File: src/rtl/configure_pkg.sv
// System configuration: memory map regions and write buffer sizing.
package configure_pkg;

  localparam int writebuffer_depth = 4;

  // Data BRAM window; anything outside it (print, CLINT) is treated as IO.
  localparam logic [31:0] bram_base_addr = 32'h0000_0000;
  localparam logic [31:0] bram_top_addr  = 32'h0100_0000;

endpackage

File: src/rtl/writebuffer_pkg.sv
// Shared types and address decode for the posted-write buffer.
package writebuffer_pkg;

  import configure_pkg::*;

  typedef struct packed {
    logic [31:0] addr;
    logic [31:0] wdata;
    logic [3:0]  wstrb;
  } writebuffer_entry_type;

  typedef enum logic {
    F_IDLE,
    F_HOLD
  } front_state_type;

  typedef enum logic [1:0] {
    M_IDLE,
    M_DRAIN,
    M_PASS
  } mem_state_type;

  // Offset compare keeps the range check a single unsigned comparison.
  function automatic logic is_buffered(input logic [31:0] addr);
    return (addr - bram_base_addr) < (bram_top_addr - bram_base_addr);
  endfunction

endpackage

File: src/rtl/writebuffer_fifo.sv
// Circular store queue with a parallel word-address hazard compare.
module writebuffer_fifo
  import writebuffer_pkg::*;
#(
  parameter int depth = 4
) (
  input  logic                     clock,
  input  logic                     reset,
  input  logic                     push,
  input  writebuffer_entry_type    push_entry,
  input  logic                     pop,
  input  logic [29:0]              cmp_word,
  output writebuffer_entry_type    head_entry,
  output logic [$clog2(depth):0]   count,
  output logic                     full,
  output logic                     empty,
  output logic                     match
);

  localparam int pw = $clog2(depth);

  writebuffer_entry_type entries [depth];
  logic [pw-1:0]         head_ptr;
  logic [pw-1:0]         tail_ptr;

  // Pointer and occupancy bookkeeping; push and pop together leave count unchanged.
  always_ff @(posedge clock) begin
    if (!reset) begin
      head_ptr <= '0;
      tail_ptr <= '0;
      count    <= '0;
    end else begin
      if (push) tail_ptr <= tail_ptr + 1'b1;
      if (pop)  head_ptr <= head_ptr + 1'b1;
      case ({push, pop})
        2'b10:   count <= count + 1'b1;
        2'b01:   count <= count - 1'b1;
        default: ;
      endcase
    end
  end

  // Entry storage; the slot freed by a same-cycle pop can be refilled at once
  // because the memory port already holds a registered copy of the head.
  always_ff @(posedge clock) begin
    if (push) entries[tail_ptr] <= push_entry;
  end

  // An entry is live when its distance from head is below count.
  always_comb begin
    match = 1'b0;
    for (int i = 0; i < depth; i++) begin
      if (({1'b0, pw'(i) - head_ptr} < count) && (entries[i].addr[31:2] == cmp_word))
        match = 1'b1;
    end
  end

  assign head_entry = entries[head_ptr];
  assign full       = (count == (pw + 1)'(depth));
  assign empty      = (count == '0);

endmodule

File: src/rtl/writebuffer.sv
// Posted-write buffer between the core data port and the memory bus.
// Handshakes: wb_valid is a one-cycle request strobe and wb_ready a one-cycle
// completion pulse (no new request before it); mem_valid is held with stable
// address/data until the one-cycle mem_ready pulse, which is only honoured
// while mem_valid is high.
module writebuffer
  import configure_pkg::*;
  import writebuffer_pkg::*;
#(
  parameter int depth = writebuffer_depth
) (
  input  logic        clock,
  input  logic        reset,
  input  logic        wb_valid,
  input  logic [31:0] wb_addr,
  input  logic [31:0] wb_wdata,
  input  logic [3:0]  wb_wstrb,
  output logic [31:0] wb_rdata,
  output logic        wb_ready,
  output logic        wb_idle,
  output logic        mem_valid,
  output logic [31:0] mem_addr,
  output logic [31:0] mem_wdata,
  output logic [3:0]  mem_wstrb,
  input  logic [31:0] mem_rdata,
  input  logic        mem_ready
);

  localparam int pw = $clog2(depth);

  front_state_type       front_state, front_next;
  mem_state_type         mem_state, mem_next;
  writebuffer_entry_type held_req, cur_req, head_entry;
  logic [pw:0]           count, count_next;
  logic                  full, empty, hazard;
  logic                  cur_valid, cur_store, cur_buffered;
  logic                  push, pop, pass_go, drain_go;

  writebuffer_fifo #(.depth(depth)) u_fifo (
    .clock      (clock),
    .reset      (reset),
    .push       (push),
    .push_entry (cur_req),
    .pop        (pop),
    .cmp_word   (cur_req.addr[31:2]),
    .head_entry (head_entry),
    .count      (count),
    .full       (full),
    .empty      (empty),
    .match      (hazard)
  );

  // Resolve the current request (fresh strobe or held) and arbitrate the port.
  always_comb begin
    cur_valid    = wb_valid || (front_state == F_HOLD);
    cur_req      = wb_valid ? '{addr: wb_addr, wdata: wb_wdata, wstrb: wb_wstrb} : held_req;
    cur_store    = (cur_req.wstrb != 4'h0);
    cur_buffered = cur_store && is_buffered(cur_req.addr);
    pop          = (mem_state == M_DRAIN) && mem_ready;
    push         = cur_valid && cur_buffered && (!full || pop);
    pass_go      = cur_valid && !cur_buffered && (mem_state == M_IDLE) &&
                   (cur_store ? empty : !hazard);
    drain_go     = (mem_state == M_IDLE) && !empty && !pass_go;

    front_next = (cur_valid && !push && !pass_go) ? F_HOLD : F_IDLE;

    mem_next = mem_state;
    case (mem_state)
      M_IDLE:  if (pass_go) mem_next = M_PASS;
               else if (drain_go) mem_next = M_DRAIN;
      M_DRAIN: if (mem_ready) mem_next = M_IDLE;
      M_PASS:  if (mem_ready) mem_next = M_IDLE;
      default: mem_next = M_IDLE;
    endcase

    count_next = count;
    if (push && !pop)      count_next = count + 1'b1;
    else if (pop && !push) count_next = count - 1'b1;
  end

  // Front FSM: capture every strobe and keep it until pushed or issued.
  always_ff @(posedge clock) begin
    if (!reset) begin
      front_state <= F_IDLE;
      held_req    <= '0;
    end else begin
      front_state <= front_next;
      if (wb_valid) held_req <= cur_req;
    end
  end

  // Memory-port FSM: launch pass-through or head drain, hold until mem_ready.
  always_ff @(posedge clock) begin
    if (!reset) begin
      mem_state <= M_IDLE;
      mem_valid <= 1'b0;
      mem_addr  <= '0;
      mem_wdata <= '0;
      mem_wstrb <= '0;
      wb_rdata  <= '0;
    end else begin
      mem_state <= mem_next;
      if (pass_go) begin
        mem_valid <= 1'b1;
        mem_addr  <= cur_req.addr;
        mem_wdata <= cur_req.wdata;
        mem_wstrb <= cur_req.wstrb;
      end else if (drain_go) begin
        mem_valid <= 1'b1;
        mem_addr  <= head_entry.addr;
        mem_wdata <= head_entry.wdata;
        mem_wstrb <= head_entry.wstrb;
      end else if ((mem_state != M_IDLE) && mem_ready) begin
        mem_valid <= 1'b0;
      end
      if ((mem_state == M_PASS) && mem_ready) wb_rdata <= mem_rdata;
    end
  end

  // Completion pulse and fence status, both registered from next-state values.
  always_ff @(posedge clock) begin
    if (!reset) begin
      wb_ready <= 1'b0;
      wb_idle  <= 1'b1;
    end else begin
      wb_ready <= push || ((mem_state == M_PASS) && mem_ready);
      wb_idle  <= (count_next == '0) && (front_next == F_IDLE) && (mem_next == M_IDLE);
    end
  end

endmodule
File: config.mk
export PLATFORM = sky130hd
export DESIGN_NAME = writebuffer
export DESIGN_NICKNAME = d
export VERILOG_FILES = /design/src/rtl/configure_pkg.sv /design/src/rtl/writebuffer_pkg.sv /design/src/rtl/writebuffer_fifo.sv /design/src/rtl/writebuffer.sv
export SDC_FILE = /design/constraint.sdc
export NUM_CORES = 1
export LEC_CHECK = 0
export CORE_ASPECT_RATIO = 0.9
export CORE_UTILIZATION = 40
export DETAILED_ROUTE_END_ITERATION = 8
export GPL_ROUTABILITY_DRIVEN = 0
export PLACE_DENSITY = 0.71
export RECOVER_POWER = 50
export SETUP_SLACK_MARGIN = 0.15
export SYNTH_ARGS = -nofsm -noshare
export SYNTH_HDL_FRONTEND = slang
export SYNTH_SLANG_ARGS = --single-unit
File: constraint.sdc
create_clock -name clock -period 4.7 [get_ports clock]
set_input_delay 0.47 -clock clock [delete_from_list [all_inputs] [get_ports clock]]
set_output_delay 0.47 -clock clock [all_outputs]
set_load 0.05 [all_outputs]
==> summary.txt <==
CP top delay family - buffers and inverters
Worst EP arrival - 4480 ps
gr ovfl total - 0
Global Route Usage Sum - 18.63%
# clock sinks - 455
Worst setup EP type - register
CTS Hold Bufs - 0
Tcrit/Tclk final - 84.24%
leading area contributor after synthesis - edfxtp_1
R2R depth - 13
Max-Cap Viols - 2
Synth cell types - 47
end of the worst hold path - wb_rdata[22]
Syn Std Cell Area - 19730 um^2
vias per cell - 5.147
R2R Path Start - held_req[66]
number of global-route vias before repair - 11710
register area share after synthesis - 59.97%
CP max stage delay - 640 ps
global-route wire length before repair - 70.82 mm
syn_area_per_cell - 14.83 um^2
met1 Use GR - 25.65%
pwr/cell area - 424.1 nW/um^2
antenna violations before repair - 1
failing checks - max-capacitance violations, max-slew violations
worst IR drop on VDD - 0.2685 mV
htree depth - 2
Avg WL per Cell - 21.13 um
Clock transition at path regs - 60 ps
setup slack at placement - 702.2 ps
reg-to-reg setup timing slack - 1230 ps
Critical Path Slowest Stage Cell - clkbuf_1
DIE HEIGHT - 212.7 um
# setup viols final - 0
final hold viol count - 0
via count - 11380
initial core utilization - 40.84%
Max Fclk - 252.6 MHz
# rows - 76
Post-synth EDFFs - 272
Initial DRT Pass Iterations - 5
worst slew pin tran - 2538 ps
clk buf depth - 3
Leakage - 8.807 nW
Layout area overhead - 20.16%
RSZ-0062 raised after global routing - false
DRT antenna net count - 0
clk_skew - 14.66 ps
core box area - 48310 um^2
worst-path fanout max - 23
CTS Buf Count - 49
largest net degree at the start of global routing - 64
post-route setup slack - 740.9 ps
WS Path Type - in -> reg
Area contributors post-synth - edfxtp_1 41%, dfxtp_1 19%, mux4_2 7.8%
met3 usage - 4.318%
share of layout cells above drive strength 1 - 15.13%
max-slew violations - 106
syn nets - 1453
die area - 50210 um^2
met2 Track Usage GR - 29.60%
main flop type after synthesis - edfxtp_1
layout net count - 1668
cts repair resizes - 0
reg2reg end - wb_idle
Clk Latency, worst-skew pair - 590 ps
hold path start - mem_rdata[22]
synthesized instance count - 1330
Slew headroom - -70.15%
Routed WL - 46.72 mm
Setup crit start kind - primary input
hold path depth - 3
Hold Crit Class - in -> reg
Async S/R FF share, synth - 0%
Port Buffers - 206
Die Wd - 236.1 um
area share of the largest cell type after synthesis - 41.40%
DRC viols - 0
root buf cell - clkbuf_16
CTS tree - yes
TNS Setup - 0 ps
status - finished, violations left
WP data required - 5220 ps
gr busiest metal - met2
worst path cell trace - clkbuf_1 -> buf_4 -> mux2_1 -> nor4_4 -> or3_1 -> a31oi_1 -> nand2_1 -> ha_1 -> inv_1 -> ha_1 -> nor2_1 -> nand2_1 -> a21oi_1 -> nand3_1 -> a31oi_1
initial detailed-routing violation count - 820
DP HPWL - 30.34 mm
Warnings, synthesis - 0
Tmin final - 3959 ps
Worst setup startpoint - wb_valid
IO Pins - 207
CP Buf/Inv Count - 3
Setup Fix Bufs, Post-CTS - 0
number of synthesized register bits - 455
==> worst min-delay path: stages <==
cell and delay [ps]:
clkdlybuf4s50_1 400, nand2_1 60, a21oi_1 50
==> placed cells by master, fill, tap and decap left out, types with 5 or more instances in the layout <==
cell and instances:
mux2_1 42, nand4_1 10, ha_1 19, clkbuf_16 49, and2_0 35, edfxtp_1 272
and3_1 5, inv_1 44, nor2_1 101, clkinv_2 6, mux2i_1 87, buf_12 8
clkbuf_1 30, mux4_2 68, nand2_1 81, a21oi_1 46, xnor2_1 124, mux2i_4 6
mux2_4 60, dfxtp_1 181, clkdlybuf4s50_1 160, nor4_1 22, dlygate4sd3_1 44, buf_4 13
nor3_1 6
==> registers in the layout, indices dropped and copies added (netlist names), named ones only <==
register	count
front_state	1
held_req	68
mem_addr	32
mem_state	2
mem_valid	1
mem_wdata	32
mem_wstrb	4
u_fifo.count	3
u_fifo.entries	272
u_fifo.head_ptr	2
u_fifo.tail_ptr	2
wb_idle	1
wb_rdata	32
wb_ready	1
==> worst max path at each step <==
stage | endpoint | slack (ps) | cells after the start
6_report | wb_idle | 740 | 15
3_5_place_dp | wb_idle | 700 | 14
5_1_grt | wb_idle | 530 | 15
2_1_floorplan | u_fifo.entries[0][0] | 530 | 8
4_1_cts | wb_idle | 1290 | 13
3_3_place_gp | wb_idle | 800 | 15
==> per-stage QoR <==
stage               util (%)  cell area [um^2]  total power [mW]  std cells  hold WS (ps)
global route           49.07             23700             10.43       2210         423.8
finish                 49.07             23710             10.05       2211         442.8
CTS                    49.61             23970             10.23       2210         342.1
floorplan                  -             19730             6.016       1330         469.2
global placement       46.53             22480             6.585       2118         440.5
detailed placement     46.53             22480             6.612       2118         450.0
==> routing by layer <==
metal / share of wire, % / routed length, um
met5: 0 / 0
met4: 1.9 / 870
met3: 6.7 / 3145
met2: 46 / 21650
met1: 45 / 21060
==> report_power, final <==
group / total, mW / internal (mW) / switching, mW
combinational: 1.92 / 0.753 / 1.16
sequential: 4.54 / 4.43 / 0.106
clock: 3.60 / 2.04 / 1.56
==> Yosys cell counts (22+ instances only) <==
master	n
edfxtp_1	272
dfxtp_1	183
xnor2_1	124
nor2_1	101
nand2_1	81
mux4_2	68
mux2i_1	64
mux2_4	61
a21oi_1	46
clkbuf_1	43
mux2_2	41
and2_1	39
inv_1	38
mux2i_4	23
nor4_1	22
==> layout make-up <==
type | instances | area, um^2
antenna | 1 | 2.502
multi-input combinational | 763 | 7103
clock buffer | 75 | 1344
fill | 4067 | 24600
clock inverter | 17 | 143.9
sequential | 455 | 11840
tap | 624 | 780.7
timing repair buffer | 231 | 2322
inverter | 45 | 170.2
==> cells by family after synthesis <==
family | share of synthesized area (%)
flops | 59.97
simple gates | 6.843
mux | 21.34
xor+xnor | 5.594
buf+inv | 2.949
compound gates | 2.099
fa+ha+maj | 1.205
(Power assumes the default switching activity.)
==> edit: new RTL, same settings <==
The package constant `writebuffer_depth` goes from 4 to 8.
--- a/src/rtl/configure_pkg.sv
+++ b/src/rtl/configure_pkg.sv
@@ -1,7 +1,7 @@
 // System configuration: memory map regions and write buffer sizing.
 package configure_pkg;
 
-  localparam int writebuffer_depth = 4;
+  localparam int writebuffer_depth = 8;
 
   // Data BRAM window; anything outside it (print, CLINT) is treated as IO.
   localparam logic [31:0] bram_base_addr = 32'h0000_0000;
Function: same outputs for any inputs over 4 cycles, from zero or initial values and one cycle with reset low; that may be too few to reach the edited logic, so the function may still have changed.
==> edit against the unedited design <==
The flow still finishes with violations (max-capacitance violations, max-slew violations); cell count up 53%; critical endpoint is now mem_addr[1]; sequential cell count up 276; sequential share of layout area is 4.3 points higher; combinational power increased by 17%; worst setup slack improved by 0.083 ns; cell area rose by 56%; synthesized cell count rose by 55%; via count rose by 65%; clock skew up 0.020 ns; synthesized area rose by 59%; routed wire length rose by 75%; total power rose by 56%; sequential power grew 61%.
==> edit: results (changes against the unedited design) <==
{
  "synth-xor-area-share": {"value": 7.02, "unit": "%", "change": "+1.4 points"},
  "clockNetworkAreaShare": {"value": 6.98, "unit": "%", "change": "+0.70 points"},
  "finalClockSkew": {"value": 0.0345, "unit": "ns", "change": "+0.0199 ns"},
  "power.static_leakage": {"value": 12.0, "unit": "nW", "change": "+37%"},
  "wl_per_cell": {"value": 24.3, "unit": "µm", "change": "+15%"},
  "r2r-start": {"value": "held_req[47]"},
  "dpl.hpwl": {"value": 52700, "unit": "µm", "change": "+74%"},
  "layout.clock_buffers": {"value": 112, "change": "+49%"},
  "cp_slowest_stage_delay": {"value": 0.67, "unit": "ns", "change": "+0.03 ns"},
  "post_route_cells_drive_above_1_share": {"value": 13.6, "unit": "%", "change": "-1.6 points"},
  "synth.mux.area_fraction": {"value": 14.6, "unit": "%", "change": "-6.7 points"},
  "placedInstanceArea": {"value": 34700, "unit": "µm²", "change": "+54%"},
  "outcome": {"value": "finished, violations left"},
  "failed_checks": {"value": "max-capacitance violations, max-slew violations"},
  "layout.area.seq": {"value": 20100, "unit": "µm²", "change": "+70%"},
  "mappedNetlistNets": {"value": 2195, "change": "+51%"},
  "yosys.area_share.adder": {"value": 0.999, "unit": "%", "change": "-0.21 points"},
  "synth_seq_area_share": {"value": 64.2, "unit": "%", "change": "+4.2 points"},
  "area_share_nonclk_buffers": {"value": 7.20, "unit": "%", "change": "-2.6 points"},
  "fillers": {"value": 6520, "change": "+60%"},
  "nMultiInputCombCells": {"value": 1106, "change": "+45%"},
  "synth.top_cells.by_area": {"value": "sky130_fd_sc_hd__edfxtp_1 52%, sky130_fd_sc_hd__dfxtp_1 12%, sky130_fd_sc_hd__mux4_2 9.8%"},
  "largest_net_degree_at_the_start_of_global_routing": {"value": 86, "change": "+34%"},
  "clock_insertion_delay_worst_skew": {"value": 0.64, "unit": "ns", "change": "+0.05 ns"},
  "crit_fanout": {"value": 85, "change": "+270%"},
  "yosys.cell_types.count": {"value": 48, "change": "+2.1%"},
  "via_count": {"value": 18794, "change": "+65%"},
  "grt.met2_usage": {"value": 32.4, "unit": "%", "change": "+2.8 points"},
  "placed_cells": {"value": 3230, "change": "+53%"},
  "crit-reg2reg-capture": {"value": "mem_addr[1]"},
  "report.final.slew_viol_count": {"value": 132, "change": "+25%"},
  "global_route_wire_length_before_repair": {"value": 122000, "unit": "µm", "change": "+73%"},
  "max_cap_viol_count": {"value": 3, "change": "+1"},
  "timing.hold.worst_endpoint": {"value": "wb_rdata[6]"},
  "synth.avg_cell_area": {"value": 15.1, "unit": "µm²", "change": "+2.1%"}
}
edit: cell types whose count changed after synthesis, sizes merged, moves of 66 or more:
cell,change
mux4,+68
o2111ai,+66
edfxtp,+272
xnor2,+95
mux2,-72
nand2,+102
edit: tightest hold or removal path, stage by stage:
cell and delay [ns]:
sky130_fd_sc_hd__clkdlybuf4s50_1 0.41, sky130_fd_sc_hd__nand2_1 0.06, sky130_fd_sc_hd__a21oi_1 0.05
edit: worst max path at each step:
stage                           end  cells past startpoint
2_1_floorplan  u_fifo.entries[1][0]                      9
3_3_place_gp                wb_idle                     12
3_5_place_dp                wb_idle                     12
4_1_cts                     wb_idle                     12
5_1_grt               mem_wdata[14]                     13
6_report                mem_addr[1]                     13
edit: through the flow:
stage	hold WS [ns]	power, mW	utilization [%]
floorplan	0.477	8.96	-
global placement	0.442	9.71	45.1
detailed placement	0.446	9.76	45.1
CTS	0.342	15.9	48.5
global route	0.401	16.2	48.2
finish	0.404	15.7	48.2
